$ cat src/rtl/vga_timing_gen.sv
// -----------------------------------------------------------------------------
// vga_timing_gen
//
// Parametrised raster timing generator for VESA-style video modes. It produces
// horizontal/vertical sync, a display-enable window, active-area pixel
// coordinates, and line/frame start strobes. Timing advances only on clock
// edges where pix_en is high, so the block can run from a system clock that is
// faster than the pixel clock.
//
// Every output is registered from the current (h, v) position before that
// position advances. Outputs therefore lag the counters by one pixel tick, and
// no input has a combinational path to any output.
//
// Ports:
//   clk            in   system clock
//   rst            in   synchronous reset, active-high; overrides pix_en
//   pix_en         in   pixel tick qualifier (tie high when clk is the pixel clock)
//   display_enable out  high while the emitted position is in the active area
//   hsync          out  horizontal sync; asserted level given by H_POL
//   vsync          out  vertical sync; asserted level given by V_POL
//   x_pos          out  active-area column, 0 while blanked
//   y_pos          out  active-area row, 0 while blanked
//   line_start     out  high for the pixel period of position (0, v)
//   frame_start    out  high for the pixel period of position (0, 0)
// -----------------------------------------------------------------------------
module vga_timing_gen #(
    parameter int H_ACTIVE = 800,
    parameter int H_FP     = 56,
    parameter int H_SYNC   = 120,
    parameter int H_BP     = 64,
    parameter int V_ACTIVE = 600,
    parameter int V_FP     = 37,
    parameter int V_SYNC   = 6,
    parameter int V_BP     = 23,
    parameter bit H_POL    = 1'b1,
    parameter bit V_POL    = 1'b1,
    parameter int X_W      = 11,
    parameter int Y_W      = 10
) (
    input  logic           clk,
    input  logic           rst,
    input  logic           pix_en,
    output logic           display_enable,
    output logic           hsync,
    output logic           vsync,
    output logic [X_W-1:0] x_pos,
    output logic [Y_W-1:0] y_pos,
    output logic           line_start,
    output logic           frame_start
);

    localparam int H_TOTAL = H_ACTIVE + H_FP + H_SYNC + H_BP;
    localparam int V_TOTAL = V_ACTIVE + V_FP + V_SYNC + V_BP;

    // Boundaries sized to the counters. Every porch is at least one unit wide,
    // so each boundary below is strictly less than the total and fits the
    // counter width.
    localparam logic [X_W-1:0] H_LAST       = X_W'(H_TOTAL - 1);
    localparam logic [X_W-1:0] H_ACT_END    = X_W'(H_ACTIVE);
    localparam logic [X_W-1:0] H_SYNC_BEGIN = X_W'(H_ACTIVE + H_FP);
    localparam logic [X_W-1:0] H_SYNC_END   = X_W'(H_ACTIVE + H_FP + H_SYNC);
    localparam logic [Y_W-1:0] V_LAST       = Y_W'(V_TOTAL - 1);
    localparam logic [Y_W-1:0] V_ACT_END    = Y_W'(V_ACTIVE);
    localparam logic [Y_W-1:0] V_SYNC_BEGIN = Y_W'(V_ACTIVE + V_FP);
    localparam logic [Y_W-1:0] V_SYNC_END   = Y_W'(V_ACTIVE + V_FP + V_SYNC);

    // Position counters
    logic [X_W-1:0] h_reg, h_next;
    logic [Y_W-1:0] v_reg, v_next;

    // Registered outputs
    logic           de_reg;
    logic           hsync_reg;
    logic           vsync_reg;
    logic [X_W-1:0] x_reg;
    logic [Y_W-1:0] y_reg;
    logic           line_start_reg;
    logic           frame_start_reg;

    // Decode of the current position
    logic de_now;
    logic hsync_zone;
    logic vsync_zone;

    assign de_now     = (h_reg < H_ACT_END) && (v_reg < V_ACT_END);
    assign hsync_zone = (h_reg >= H_SYNC_BEGIN) && (h_reg < H_SYNC_END);
    // vsync covers whole lines, so it depends on v only.
    assign vsync_zone = (v_reg >= V_SYNC_BEGIN) && (v_reg < V_SYNC_END);

    // Raster advance: h runs 0..H_TOTAL-1, v steps when h wraps.
    always_comb begin
        h_next = h_reg + X_W'(1);
        v_next = v_reg;
        if (h_reg == H_LAST) begin
            h_next = '0;
            if (v_reg == V_LAST) begin
                v_next = '0;
            end else begin
                v_next = v_reg + Y_W'(1);
            end
        end
    end

    always_ff @(posedge clk) begin
        if (rst) begin
            h_reg           <= '0;
            v_reg           <= '0;
            de_reg          <= 1'b0;
            hsync_reg       <= ~H_POL;
            vsync_reg       <= ~V_POL;
            x_reg           <= '0;
            y_reg           <= '0;
            line_start_reg  <= 1'b0;
            frame_start_reg <= 1'b0;
        end else if (pix_en) begin
            // Outputs capture the position being left, then the counters move.
            de_reg          <= de_now;
            hsync_reg       <= hsync_zone ? H_POL : ~H_POL;
            vsync_reg       <= vsync_zone ? V_POL : ~V_POL;
            x_reg           <= de_now ? h_reg : '0;
            y_reg           <= de_now ? v_reg : '0;
            line_start_reg  <= (h_reg == '0);
            frame_start_reg <= (h_reg == '0) && (v_reg == '0);
            h_reg           <= h_next;
            v_reg           <= v_next;
        end
    end

    assign display_enable = de_reg;
    assign hsync          = hsync_reg;
    assign vsync          = vsync_reg;
    assign x_pos          = x_reg;
    assign y_pos          = y_reg;
    assign line_start     = line_start_reg;
    assign frame_start    = frame_start_reg;

    // Parameter sanity checks; simulation only, ignored by synthesis.
    always_ff @(posedge clk) begin
        if (rst) begin
            assert (H_FP >= 1 && H_SYNC >= 1 && H_BP >= 1)
                else $error("vga_timing_gen: horizontal porch/sync must be >= 1");
            assert (V_FP >= 1 && V_SYNC >= 1 && V_BP >= 1)
                else $error("vga_timing_gen: vertical porch/sync must be >= 1");
            assert (H_TOTAL <= (1 << X_W))
                else $error("vga_timing_gen: X_W too narrow for H_TOTAL");
            assert (V_TOTAL <= (1 << Y_W))
                else $error("vga_timing_gen: Y_W too narrow for V_TOTAL");
        end
    end

endmodule
$ cat config.mk
export PLATFORM = sky130hd
export DESIGN_NAME = vga_timing_gen
export DESIGN_NICKNAME = d
export VERILOG_FILES = /design/src/rtl/vga_timing_gen.sv
export SDC_FILE = /design/constraint.sdc
export NUM_CORES = 1
export LEC_CHECK = 0
export CELL_PAD_IN_SITES_DETAIL_PLACEMENT = 0
export CELL_PAD_IN_SITES_GLOBAL_PLACEMENT = 1
export CORE_MARGIN = 1
export CORE_UTILIZATION = 37
export DETAILED_ROUTE_END_ITERATION = 16
export GPL_TIMING_DRIVEN = 0
export PLACE_DENSITY = 0.73
export SLEW_MARGIN = 20
export SYNTH_ARGS = -nofsm -noshare
export SYNTH_HDL_FRONTEND = slang
export SYNTH_SLANG_ARGS = --single-unit
$ cat constraint.sdc
create_clock -name clk -period 2 [get_ports clk]
set_input_delay 0.4 -clock clk [delete_from_list [all_inputs] [get_ports clk]]
set_output_delay 0.4 -clock clk [all_outputs]
set_load 0.01 [all_outputs]
==> summary.txt <==
Layout
  • Layout cells sized above 1: 0.170
  • Fill cell count: 538
  • Antenna diode count: 0
  • Final nets: 261
  • Area Overhead vs Synth: 30.9%
  • Final Util: 0.508

Global route
  • Total grt overflow: 0
  • Largest net degree at the start of global routing: 15
  • Antenna violations before repair: 0
  • Tot GR Track Use: 0.175
  • First-pass GRT wire length: about 7.3 mm
  • Number of global-route vias before repair: approximately 1400

Place
  • Post-DP HPWL: 3.15 mm
  • Port bufs: 27
  • Worst slack at placement: -0.645 ns
  • Routability Congestion: 0.760

STA
  • Setup slack after layout: -0.00539 ns
  • Final worst path period share: 1.00
  • RSZ-0062 raised after global routing: true
  • Tightest Pin Transition: 0.474 ns
  • Final Hold Viols: 0
  • Post-route clock skew: between 0.005 and 0.006 ns
  • Min cycle time layout: 2.01 ns
  • Setup violators final: 1
  • Final slew viol count: 0
  • FMAX: 0.499 GHz
  • Max-slew headroom: 0.684

Floorplanning
  • Starting Density: 0.388
  • Core Rows: 26
  • # IOs: 29
  • DIE AREA: 5690 um^2
  • Die width: between 70 and 80 um
  • Core area: around 5100 um^2
  • Die H: 75.4 um

Clocking
  • Clock-pin slew on the worst setup and hold paths: around 0.090 ns
  • CTS Hold Bufs: 0
  • Clock tree buffer depth: 2
  • CTS buffer count: 5
  • H-tree levels: 2
  • Root Buffer: clkbuf_8
  • CTS tree: done
  • Clock sink total: 47
  • Worst-skew pair later-pin latency: 0.29 ns

Synthesis
  • Syn nets: around 220
  • Mean Syn Cell Area: 9.37 um^2
  • Post-synthesis sequential area ratio: 0.471
  • Top-count cell post-synth: dfxtp_1
  • Top post-synthesis cells by count: dfxtp_1 (47), nor2_1 (22), a22o_1 (20), nand2_1 (15), a21oi_1 (11)
  • Syn Inst Count: 213
  • Share of synthesized flip-flops with an asynchronous set or reset: 0
  • Yosys warns: 0
  • Top cells by area, synth: dfxtp_1 (47%), a22o_1 (8.8%), nor2_1 (4.1%)
  • Primary FF master, synth: dfxtp_1
  • Area leader, netlist: dfxtp_1
  • Netlist cell types: 39
  • Area of the mapped netlist: 2000 um^2
  • FF+latch count, synth: 47
  • Post-synth EDFFs: 0
  • Synth top area share: 0.471

Route
  • 1st-pass router iterations: 4
  • Vias per inst: 5.15
  • DR WL/cell: 14.4 um
  • Number of DRC markers in iteration 0: 73
  • Via count: 1662
  • Routed WL: approximately 4.7 mm
  • Post-route DRC violation count: 0
  • Number of routed nets with antenna violations: 0

Outcome
  • Run status: finished with violations
  • Violated checks: negative setup slack

Pwr
  • Pwr Density: 709 nW/um^2
  • Peak supply drop: 295 uV
  • Static Leak: 0.930 nW

Flow run
  • Max-cap viol count: 0

Critical path
  • Worst reg2reg path endpoint: v_reg[9]
  • FF-to-FF setup slack: -0.005 ns
  • Crit. End Element: flip-flop
  • Launch point of the worst path: h_reg[4]
  • Crit Path Class: flip-flop to flip-flop
  • Critical path destination: v_reg[9]
  • CP Max Fanout: 7
  • R2R cell count: 5
  • Startpoint types: flip-flop
  • R2R Path Start: h_reg[4]
  • Critical Path AT: 2.24 ns
  • Worst path required time: 2.24 ns

Min path
  • Worst hold path class: flip-flop to flip-flop
-- cells by family after synthesis --
group                      share of synthesized area
AOI/OAI and AO/OA                              0.165
adders and majority gates                     0.0376
xor gates and xnor gates                      0.0527
muxes                                         0.0150
DFF                                            0.471
and+or+nand+nor                                0.212
buffers and inverters                         0.0464
-- layout by cell type, fill, tap and decap left out, drive strengths merged, types with 2 or more instances in the layout --
cell / n
nor2: 22
xor2: 4
mux2i: 3
ha: 6
nor4: 4
nand4: 8
dfxtp: 47
a22o: 20
nand2b: 4
o21ai: 6
xnor2: 8
bufinv: 2
nand2: 15
clkbuf: 14
nor3: 5
nor4b: 2
a21o: 2
or4: 5
inv: 6
clkdlybuf4s50: 27
buf: 12
or3: 5
nand3: 3
a21oi: 11
-- stage by stage --
stage                     setup TNS, ns  area [um^2]  power, mW  std cells  hold WS, ns
after global routing            -0.0630         2610       1.92        323        0.470
after detailed placement         -16.71         2350       1.06        310        0.437
after global placement           -18.24         2350       1.06        310        0.432
final                          -0.00539         2610       1.85        323        0.446
after floorplan                       0         2000       1.02        213        0.467
after CTS                             0         2570       1.87        322        0.450
-- worst min path at each step --
stage                       to  cells after the start       start
floorplan           line_start                      2  line_start
global placement    line_start                      2  line_start
detailed placement  line_start                      2  line_start
CTS                 line_start                      2  line_start
global route        line_start                      2  line_start
finish              line_start                      2  line_start
-- per-layer routing --
metal,global-route usage,wire [um],vias to the layer above
met1,0.267,2430,790
met4,0.0556,62,0
met5,0,0,-
met3,0.0357,142,5
li1,-,-,839
met2,0.244,2030,28
-- critical path: stages, from the launching register on --
cell and delay, ns:
dfxtp_4 0.36, or3_4 0.41, or4_4 0.53, buf_6 0.15, or3_4 0.38, a21oi_2 0.11
-- power breakdown --
group	total, mW	internal [mW]	switching, mW
logic	0.0832	0.0360	0.0471
registers	0.954	0.944	0.00978
clock network	0.816	0.500	0.316
total	1.85	1.48	0.373
-- layout make-up --
type                       instances  area (um^2)  area share
tap                               70         87.6      0.0335
inverter                           6         22.5     0.00862
timing repair buffer              35          330       0.126
buffer                            12         67.6      0.0259
sequential                        47          960       0.367
clock buffer                       6         72.6      0.0278
clock inverter                     2         60.1      0.0230
multi-input combinational        145         1010       0.387
-- what timing repair did --
| action | CTS | global route |
|---|---|---|
| setup endpoints to repair | 35 | 19 |
| endpoints found under the hold margin | 0 | 0 |
| setup buffers | 6 | 2 |
| pin swaps | 8 | 2 |
| gates resized for setup | 19 | 12 |
| cloned | 0 | 0 |
No activity file was read; power rests on OpenSTA's default activity.
